===== config.mk =====
export PLATFORM = sky130hd
export DESIGN_NAME = ex_mem_pipe_reg
export DESIGN_NICKNAME = d
export VERILOG_FILES = /design/src/rtl/ex_mem_pipe_reg.sv
export SDC_FILE = /design/constraint.sdc
export NUM_CORES = 1
export LEC_CHECK = 0
export BUFFER_PORTS_ARGS = -buffer_cell sky130_fd_sc_hd__buf_2
export CAP_MARGIN = 20
export CORE_UTILIZATION = 45
export CTS_CLUSTER_DIAMETER = 150
export DETAILED_ROUTE_END_ITERATION = 8
export PLACE_DENSITY = 0.84
export SLEW_MARGIN = 20
export SYNTH_ARGS = -nofsm -noshare
export SYNTH_HDL_FRONTEND = slang
export SYNTH_SLANG_ARGS = --single-unit

===== constraint.sdc =====
create_clock -name clk -period 2.3 [get_ports clk]
set_clock_uncertainty 0.05 [all_clocks]
set_input_delay 0.46 -clock clk [delete_from_list [all_inputs] [get_ports clk]]
set_output_delay 0.46 -clock clk [all_outputs]
set_load 0.02 [all_outputs]

===== src/rtl/ex_mem_pipe_reg.sv =====
// EX/MEM pipeline register: captures the EX-stage result, store data, destination register and MEM/WB control.
// Optional stall/flush performance counters are enabled by defining EXMEM_PERF_CNT_EN.
module ex_mem_pipe_reg #(
    parameter int DATA_W = 32,
    parameter int REG_W  = 5,
    parameter int CNT_W  = 16
) (
    input  logic              clk,
    input  logic              rst,
    input  logic              stall,
    input  logic              flush,
    input  logic              valid_in,
    input  logic [DATA_W-1:0] alu_result_in,
    input  logic [DATA_W-1:0] store_data_in,
    input  logic [REG_W-1:0]  write_reg_in,
    input  logic              reg_write_in,
    input  logic              mem_to_reg_in,
    input  logic              mem_read_in,
    input  logic              mem_write_in,
    output logic              valid_out,
    output logic [DATA_W-1:0] alu_result_out,
    output logic [DATA_W-1:0] store_data_out,
    output logic [REG_W-1:0]  write_reg_out,
    output logic              reg_write_out,
    output logic              mem_to_reg_out,
    output logic              mem_read_out,
    output logic              mem_write_out,
    output logic              fwd_load_pending,
    output logic [CNT_W-1:0]  stall_cnt,
    output logic [CNT_W-1:0]  flush_cnt
);

    function automatic logic reg_nonzero(input logic [REG_W-1:0] r);
        return (r != {REG_W{1'b0}});
    endfunction

    logic              valid_q,      valid_d;
    logic [DATA_W-1:0] alu_result_q, alu_result_d;
    logic [DATA_W-1:0] store_data_q, store_data_d;
    logic [REG_W-1:0]  write_reg_q,  write_reg_d;
    logic              reg_write_q,  reg_write_d;
    logic              mem_to_reg_q, mem_to_reg_d;
    logic              mem_read_q,   mem_read_d;
    logic              mem_write_q,  mem_write_d;
    logic              fwd_load_q,   fwd_load_d;

    // Next-state selection: flush inserts an all-zero bubble, stall holds, otherwise capture qualified inputs.
    always_comb begin
        valid_d      = valid_q;
        alu_result_d = alu_result_q;
        store_data_d = store_data_q;
        write_reg_d  = write_reg_q;
        reg_write_d  = reg_write_q;
        mem_to_reg_d = mem_to_reg_q;
        mem_read_d   = mem_read_q;
        mem_write_d  = mem_write_q;
        if (flush) begin
            valid_d      = 1'b0;
            alu_result_d = {DATA_W{1'b0}};
            store_data_d = {DATA_W{1'b0}};
            write_reg_d  = {REG_W{1'b0}};
            reg_write_d  = 1'b0;
            mem_to_reg_d = 1'b0;
            mem_read_d   = 1'b0;
            mem_write_d  = 1'b0;
        end else if (stall) begin
            valid_d      = valid_q;
            alu_result_d = alu_result_q;
            store_data_d = store_data_q;
            write_reg_d  = write_reg_q;
            reg_write_d  = reg_write_q;
            mem_to_reg_d = mem_to_reg_q;
            mem_read_d   = mem_read_q;
            mem_write_d  = mem_write_q;
        end else begin
            valid_d      = valid_in;
            alu_result_d = alu_result_in;
            store_data_d = store_data_in;
            write_reg_d  = write_reg_in;
            reg_write_d  = reg_write_in & valid_in & reg_nonzero(write_reg_in);
            mem_to_reg_d = mem_to_reg_in;
            mem_read_d   = mem_read_in & valid_in;
            mem_write_d  = mem_write_in & valid_in;
        end
        // Precomputed from next state so the hazard-unit signal leaves a flop.
        fwd_load_d = valid_d & mem_read_d & reg_nonzero(write_reg_d);
    end

    // Pipeline state flops with synchronous reset.
    always_ff @(posedge clk) begin
        if (rst) begin
            valid_q      <= 1'b0;
            alu_result_q <= {DATA_W{1'b0}};
            store_data_q <= {DATA_W{1'b0}};
            write_reg_q  <= {REG_W{1'b0}};
            reg_write_q  <= 1'b0;
            mem_to_reg_q <= 1'b0;
            mem_read_q   <= 1'b0;
            mem_write_q  <= 1'b0;
            fwd_load_q   <= 1'b0;
        end else begin
            valid_q      <= valid_d;
            alu_result_q <= alu_result_d;
            store_data_q <= store_data_d;
            write_reg_q  <= write_reg_d;
            reg_write_q  <= reg_write_d;
            mem_to_reg_q <= mem_to_reg_d;
            mem_read_q   <= mem_read_d;
            mem_write_q  <= mem_write_d;
            fwd_load_q   <= fwd_load_d;
        end
    end

    assign valid_out        = valid_q;
    assign alu_result_out   = alu_result_q;
    assign store_data_out   = store_data_q;
    assign write_reg_out    = write_reg_q;
    assign reg_write_out    = reg_write_q;
    assign mem_to_reg_out   = mem_to_reg_q;
    assign mem_read_out     = mem_read_q;
    assign mem_write_out    = mem_write_q;
    assign fwd_load_pending = fwd_load_q;

`ifdef EXMEM_PERF_CNT_EN
    function automatic logic [CNT_W-1:0] sat_inc(input logic [CNT_W-1:0] v);
        return (v == {CNT_W{1'b1}}) ? v : v + {{(CNT_W-1){1'b0}}, 1'b1};
    endfunction

    logic [CNT_W-1:0] stall_cnt_q, stall_cnt_d;
    logic [CNT_W-1:0] flush_cnt_q, flush_cnt_d;

    // A stall overridden by flush is not counted as a stall cycle.
    always_comb begin
        stall_cnt_d = stall_cnt_q;
        flush_cnt_d = flush_cnt_q;
        if (flush) begin
            flush_cnt_d = sat_inc(flush_cnt_q);
        end else if (stall) begin
            stall_cnt_d = sat_inc(stall_cnt_q);
        end else begin
            stall_cnt_d = stall_cnt_q;
            flush_cnt_d = flush_cnt_q;
        end
    end

    // Saturating counter flops.
    always_ff @(posedge clk) begin
        if (rst) begin
            stall_cnt_q <= {CNT_W{1'b0}};
            flush_cnt_q <= {CNT_W{1'b0}};
        end else begin
            stall_cnt_q <= stall_cnt_d;
            flush_cnt_q <= flush_cnt_d;
        end
    end

    assign stall_cnt = stall_cnt_q;
    assign flush_cnt = flush_cnt_q;
`else
    assign stall_cnt = {CNT_W{1'b0}};
    assign flush_cnt = {CNT_W{1'b0}};
`endif

endmodule


### Yosys cells after proc, flatten, opt, wreduce, memory -nomap -nowiden

Cells that the tools add are included.

| word-level totals | value |
|---|---|
| bits in registers | 75 |
| input bits | 78 |
| output and inout bits | 107 |
| logic and storage cells | 24 |

| operators by class | value |
|---|---|
| mux-type cells | 6 |
| bitwise logic cells | 6 |
| reduce and logical (&&, ||, !) cells | 3 |

Operators by type and width:

| operator | count |
|---|---|
| 5-bit two-way mux | 2 |
| 5-bit nonzero test | 2 |
| 1-bit AND | 6 |
| 1-bit two-way mux | 4 |
| 2-bit OR reduction | 1 |

### Depth between registers and ports, before layout

Gate-level depths: netlist of run 1.

| logic depth | value |
|---|---|
| word-level depth | 5 |
| gate-level depth with buffers | 5 |
| depth with buffers taken out | 3 |

### Worst setup path before layout of run 1

OpenSTA, ideal clock, no wires.

| path | value |
|---|---|
| path kind | in2reg |
| from | in write_reg_in[2] |
| to | reg reg_write_q, in the netlist reg_write_out |
| library setup time | 0.121 ns |
| data arrival time | 1.203 ns |
| required time | 2.129 ns |
| setup slack | 0.927 ns |
| stages | 3 |
| path buffers | 0 |
| cell sequence | or4_4 -> o2111ai_1 -> nand2_1 |

| on the way | value |
|---|---|
| cells in the longest elaborated chain, start to end | 2 |

Ends and longest elaborated chain:

| element | RTL line | source |
|---|---|---|
| start: declaration | 15 | `input logic [REG_W-1:0] write_reg_in,` |
| 5-bit nonzero test | 34 | `return (r != {REG_W{1'b0}});` |
| 1-bit AND | 80 | `reg_write_d = reg_write_in & valid_in & reg_nonzero(write_reg_in);` |
| end signal: assignment | 106 | `reg_write_q <= reg_write_d;` |
| end: declaration | 41 | `logic reg_write_q, reg_write_d;` |

No other way between the ends.
A chain may end at the register's enable or synchronous reset.

### Final worst setup path of run 1

| path | value |
|---|---|
| from | reg write_reg_q[3], in the netlist write_reg_out[3] |
| to | out write_reg_out[3] |

RTL lines:

| element | RTL line | source |
|---|---|---|
| start: declaration | 40 | `logic [REG_W-1:0] write_reg_q, write_reg_d;` |
| start signal: assignment | 95 | `write_reg_q <= {REG_W{1'b0}};` |
| start signal: assignment | 105 | `write_reg_q <= write_reg_d;` |
| end: declaration | 23 | `output logic [REG_W-1:0] write_reg_out,` |

No word-level cell between the ends.

==> results.sh, run 1 <==
export IMPL_synth_top_area_share_pct=51.6
export IMPL_crit_fanout=3
export IMPL_pin_count=185
export IMPL_critical_path_max_stage_delay_ns=0.37
export IMPL_power_leakage_nw=2.08
export IMPL_period_minus_slack_ns=1.39
export IMPL_cp_arrival_ns=0.88
export IMPL_h_tree_depth=3
export IMPL_grt_max_degree=40
export IMPL_cts_resized_gates=0
export IMPL_wl_per_cell_microns=11.5
export IMPL_ys_ff_latch=75
export IMPL_path_class="reg -> out"
export IMPL_path_buf_inv=1
export IMPL_cts_hold_buffers=0
export IMPL_place_port_buffers=152
export IMPL_wirelength_microns=5890
export IMPL_min_path_cells=3
export IMPL_synth_top_family_by_area="multiplexers"
export IMPL_antennaDiodeCount=0
export IMPL_cp_depth=1
export IMPL_rows=28
export IMPL_cap_violations=0
export IMPL_clk_pin_slew_ns=0.07
export IMPL_status="completed"
export IMPL_core_area_sq_um=6100
export IMPL_ant_nets=0
export IMPL_synthArstFlopShare_pct=0
export IMPL_drtIter0Drc=37
export IMPL_ys_warn_count=0
export IMPL_tightest_slew_ns=0.695
export IMPL_drcViolationCount=0
export IMPL_drive_above_1_share_pct=38.5
export IMPL_p_per_area_nw_per_um2=729
export IMPL_synth_commonest_cells="dfxtp_1 (75), nor2_1 (74), mux2i_1 (70), buf_4 (37), buf_2 (7)"
export IMPL_start_util_pct=47.8
export IMPL_synth_fa_ha_area_share_pct=0
export IMPL_cts_root_buf="clkbuf_8"
export IMPL_nets=509
export IMPL_finalPower_mw=2.77
export IMPL_hold_end="alu_result_out[10]"
export IMPL_die_area_sq_um=6800
export IMPL_syn_avg_cell_area_sq_um=10.3
export IMPL_path_cells="buf_2"
export IMPL_synth_compound_area_share_pct=1.29
export IMPL_path_delay_family="flip-flops"
export IMPL_cp_start_kind="flop"
export IMPL_yosys_area_share_xor_xnor_pct=0
export IMPL_cp_slowest_cell="dfxtp_1"
export IMPL_drv_slew=0
export IMPL_hold_violations=0
export IMPL_clock_latency_ns=0.33
export IMPL_yosysMostFrequentCell="dfxtp_1"
export IMPL_firstDrtPassIters=4
export IMPL_rsz0062_at_grt="false"
export IMPL_synth_cells=283
export IMPL_end_kind="output pin"
export IMPL_grt_pass1_vias=2014
export IMPL_synth_area_leaders="dfxtp_1 (52%), mux2i_1 (24%), buf_4 (9.5%), nor2_1 (9.5%), buf_2 (1.2%)"
export IMPL_place_hpwl_microns=4340
export IMPL_synth_mux_area_share_pct=24.1
export IMPL_required_ns=1.79
export IMPL_die_h_microns=82.4
export IMPL_cts_sinks=75
export IMPL_gp_congestion=0.752
export IMPL_finalSetupTns_ns=0
export IMPL_r2r_slack_ns=1.02
export IMPL_grt_util_all_layers_pct=17.0
export IMPL_cts_tree="built"
export IMPL_grtUsageMet1_pct=17.4
export IMPL_post_cts_buffers=0
export IMPL_hold_class="in -> reg"
export IMPL_area_growth_syn_to_layout_pct=30.6
export IMPL_cts_inserted_buffers=9
export IMPL_grt_first_pass_wirelength_microns=8640
export IMPL_reg2reg_depth=3
export IMPL_ys_seq_area_share_pct=51.6
export IMPL_fmax_ghz=0.718
export IMPL_synth_edf_count=0
export IMPL_hp_start="alu_result_in[10]"
export IMPL_synthSimpleGateAreaFrac_pct=11.6
export IMPL_fin_crit_sh_pct=60.6
export IMPL_die_w_microns=82.4
export IMPL_grtUsageMet2_pct=30.2
export IMPL_ir_drop_mv=0.575
export IMPL_num_vias=2311
export IMPL_relSlewSlack_pct=53.7
export IMPL_cts_buffer_depth=2
export IMPL_synth_area_leader_cell="dfxtp_1"
export IMPL_antenna_found_initial=0
export IMPL_synth_flop_cell="dfxtp_1"
export IMPL_via_per_inst=4.52
export IMPL_startpoint="write_reg_out[3]"
export IMPL_r2r_end="fwd_load_pending"
export IMPL_grt_ovfl_total=0
export IMPL_synth_area_sq_um=2910
export IMPL_busiest_layer="met2"
export IMPL_ys_types=20
export IMPL_finalSetupViolCount=0
export IMPL_timing_rr_start="write_reg_out[3]"
export IMPL_grt_use_met3_pct=7.47
metrics by stage:
step	std cells	instance area (sq um)	setup WS, ns	util (%)	hold WS (ns)
final	511	3800	0.907	62.4	0.299
after global routing	511	3800	0.826	62.4	0.288
after CTS	511	3800	0.900	62.4	0.284
after detailed placement	495	3600	0.560	59.1	0.423
after global placement	495	3600	0.569	59.1	0.418
after floorplan	314	3030	0.927	-	0.495
flip-flops by register name, summed over array words and instances, names as in the netlist:
name and cells:
write_reg_out 5, store_data_out 32, mem_to_reg_out 1, alu_result_out 32, fwd_load_pending 1, valid_out 1
mem_write_out 1, mem_read_out 1, reg_write_out 1
cell families (layout without fill, tap and decap cells):
| logic type | count (synthesis) | count (layout) |
|---|---|---|
| compound gates | 5 | 5 |
| other cells | 1 | 32 |
| flops | 75 | 75 |
| mux | 70 | 70 |
| simple gates | 83 | 83 |
| buf+inv | 49 | 171 |
worst max path at each step:
stage | endpoint | slack, ns
floorplan | reg_write_out | 0.93
global placement | fwd_load_pending | 0.57
global route | fwd_load_pending | 0.83
detailed placement | fwd_load_pending | 0.56
CTS | write_reg_out[3] | 0.90
finish | write_reg_out[3] | 0.91
where the power goes:
group	switching (mW)	internal [mW]	total, mW	leakage (nW)
clock	0.435	0.614	1.05	0.0989
sequential	0.0203	1.34	1.36	0.611
combinational	0.218	0.147	0.365	1.37
routing by layer:
layer  share of wire (%)  wire length, microns
met3                 8.9                   522
met2                  49                  2890
met1                  41                  2410
met5                   0                     0
met4                 1.1                    66
placed cells by master, fill, tap and decap left out:
cell type,count
nand2_1,1
dfxtp_1,75
conb_1,32
a21oi_1,1
nor2_1,74
bufinv_16,2
buf_4,2
or2_2,1
nor4_1,1
nand3_1,1
nor3_1,2
mux2i_1,70
clkbuf_8,9
o2111ai_1,1
or4b_1,1
clkbuf_1,5
a32oi_1,1
buf_12,2
a22oi_1,2
buf_2,151
nor2b_1,1
or4_4,1
final cells by class:
| cell class | instances | area (sq um) |
|---|---|---|
| clock inverter | 2 | 60.1 |
| tap | 75 | 93.8 |
| timing repair buffer | 155 | 811 |
| multi-input combinational | 190 | 1190 |
| sequential | 75 | 1500 |
| clock buffer | 14 | 143 |
| fill | 511 | 2290 |
Note: power is estimated with default switching activity, not from simulation.
==> run 2, diff against run 1 <==
--- a/config.mk
+++ b/config.mk
@@ -7,10 +7,10 @@
 export LEC_CHECK = 0
 export BUFFER_PORTS_ARGS = -buffer_cell sky130_fd_sc_hd__buf_2
 export CAP_MARGIN = 20
-export CORE_UTILIZATION = 45
+export CORE_UTILIZATION = 42
 export CTS_CLUSTER_DIAMETER = 150
 export DETAILED_ROUTE_END_ITERATION = 8
-export PLACE_DENSITY = 0.84
+export PLACE_DENSITY = 0.79
 export SLEW_MARGIN = 20
 export SYNTH_ARGS = -nofsm -noshare
 export SYNTH_HDL_FRONTEND = slang
==> constraint.sdc (replaced) <==
create_clock -name clk -period 1.3 [get_ports clk]
set_clock_uncertainty 0.05 [all_clocks]
set_input_delay 0.26 -clock clk [delete_from_list [all_inputs] [get_ports clk]]
set_output_delay 0.26 -clock clk [all_outputs]
set_load 0.02 [all_outputs]
==> run 2 against run 1 <==
Net effect: clock power is 66% higher; worst setup slack worse by 0.83 ns; sequential share of layout area decreased by 0.70 points; worst hold slack lost 0.19 ns; global-route usage hardly changed; non-clock buffer count grew 5; combinational power is 84% higher; critical path type unchanged.
==> results.sh, run 2 (synthesis results as in run 1) <==
export IMPL_area_growth_syn_to_layout_pct=33.0
export IMPL_antennaDiodeCount=0
export IMPL_drv_slew=0
export IMPL_path_cells="buf_4, buf_2"
export IMPL_dp_slack_ns=-0.0205
export IMPL_power_leakage_nw=2.12
export IMPL_die_area_sq_um=7270
export IMPL_seq_power_share_pct=49.9
export IMPL_wirelength_microns=6180
export IMPL_place_port_buffers=152
export IMPL_cts_tree="built"
export IMPL_grt_pass1_vias=2112
export IMPL_reg2reg_depth=3
export IMPL_pin_count=185
export IMPL_min_path_cells=3
export IMPL_place_hpwl_microns=4630
export IMPL_nets=514
export IMPL_antenna_found_initial=0
export IMPL_layout_commonest_cell="buf_2"
export IMPL_critical_path_max_stage_delay_ns=0.33
export IMPL_h_tree_depth=3
export IMPL_cts_sinks=75
export IMPL_die_h_microns=85.3
export IMPL_cts_resized_gates=0
export IMPL_routed_top_layer="met4"
export IMPL_drive_above_1_share_pct=39.8
export IMPL_ir_drop_mv=0.617
export IMPL_cts_root_buf="clkbuf_8"
export IMPL_timing_final_ws_setup_ns=0.0785
export IMPL_m1WireLength_microns=2550
export IMPL_rsz0062_at_grt="false"
export IMPL_swShare_pct=24.6
export IMPL_internal_power_mw=3.63
export IMPL_cp_slowest_cell="dfxtp_1"
export IMPL_required_ns=0.99
export IMPL_ant_nets=0
export IMPL_clock_latency_ns=0.32
export IMPL_fin_crit_sh_pct=94.0
export IMPL_gp_congestion=0.743
export IMPL_p_per_area_nw_per_um2=1250
export IMPL_holdWs_ns=0.111
export IMPL_post_cts_buffers=0
export IMPL_cap_violations=0
export IMPL_grt_first_pass_wirelength_microns=9570
export IMPL_cts_buffer_depth=2
export IMPL_route_met3_wl_microns=584
export IMPL_wl_per_cell_microns=11.9
export IMPL_combPwrFrac_pct=13.9
export IMPL_grt_ovfl_total=0
export IMPL_grt_util_all_layers_pct=17.0
export IMPL_cts_inserted_buffers=9
export IMPL_start_util_pct=44.6
export IMPL_rows=29
export IMPL_hold_violations=0
export IMPL_cp_start_kind="flop"
export IMPL_clk_pin_slew_ns=0.07
export IMPL_crit_fanout=2
export IMPL_end_kind="output pin"
export IMPL_finalPower_mw=4.82
export IMPL_status="completed"
export IMPL_fmax_ghz=0.819
export IMPL_core_area_sq_um=6530
export IMPL_hold_class="in -> reg"
export IMPL_grt_max_degree=39
export IMPL_firstDrtPassIters=4
export IMPL_path_class="reg -> out"
export IMPL_drcViolationCount=0
export IMPL_met2WireLength_microns=2910
export IMPL_pwr_share_clk_pct=36.1
export IMPL_via_per_inst=4.55
export IMPL_drtIter0Drc=54
export IMPL_layout_common_cells="buf_2 (151), dfxtp_1 (75), nor2_1 (74)"
export IMPL_switching_power_mw=1.19
export IMPL_period_minus_slack_ns=1.22
export IMPL_finalSetupViolCount=0
export IMPL_num_vias=2354
export IMPL_die_w_microns=85.3
export IMPL_cp_arrival_ns=0.91
export IMPL_cts_hold_buffers=0
[run 2: cell types whose count changed in the layout (fill, tap and decap cells not counted)]
cell / delta
clkinv_2: +1
buf_4: +2
bufinv_16: -1
clkbuf_1: -3
buf_12: +3
clkbuf_8: +2
[run 2: layout make-up]
| class | count | area (sq um) |
|---|---|---|
| clock inverters | 2 | 35.0 |
| fillers | 586 | 2660 |
| clock buffers | 13 | 159 |
| multi-input cells | 190 | 1190 |
| repair buffers | 160 | 886 |
| flip-flops and latches | 75 | 1500 |
| well taps | 77 | 96.3 |
[run 2: path summary, 6_finish.rpt]
kind	from	end	slack, ns
max	write_reg_out[3]	write_reg_out[3]	0.08
min	store_data_in[27]	store_data_out[27]	0.11
max reg2reg	write_reg_out[2]	fwd_load_pending	0.10
min reg2reg	reg_write_out	reg_write_out	0.44
[run 2: worst max-delay path: cells and delay by family (launching register included)]
family	cells	cell delay [ns]
DFF	1	0.33
buffers and inverters	2	0.26
[run 2: per-stage QoR]
stage,setup TNS [ns],instances,util [%],cell area [sq um]
after floorplan,0,314,-,3030
after global placement,-0.0238,502,56.3,3680
after detailed placement,-0.0258,502,56.3,3680
after CTS,0,517,59.3,3870
after global routing,0,517,59.3,3870
final,0,517,59.3,3870
[run 2: metal layers]
layer | up-vias | GRT usage, %
met3 | 13 | 7.10
met5 | - | 0
met1 | 1050 | 18.5
met2 | 121 | 28.3
li1 | 1170 | -
met4 | 0 | 8.79
[run 2: power by group through the flow]
stage / Sequential, mW / Combinational (mW) / Clock [mW]
after global routing: 2.42 / 0.729 / 1.92
after CTS: 2.41 / 0.678 / 1.82
after detailed placement: 2.46 / 0.676 / 0
after global placement: 2.46 / 0.666 / 0
final: 2.41 / 0.672 / 1.74
after floorplan: 2.55 / 0.405 / 0
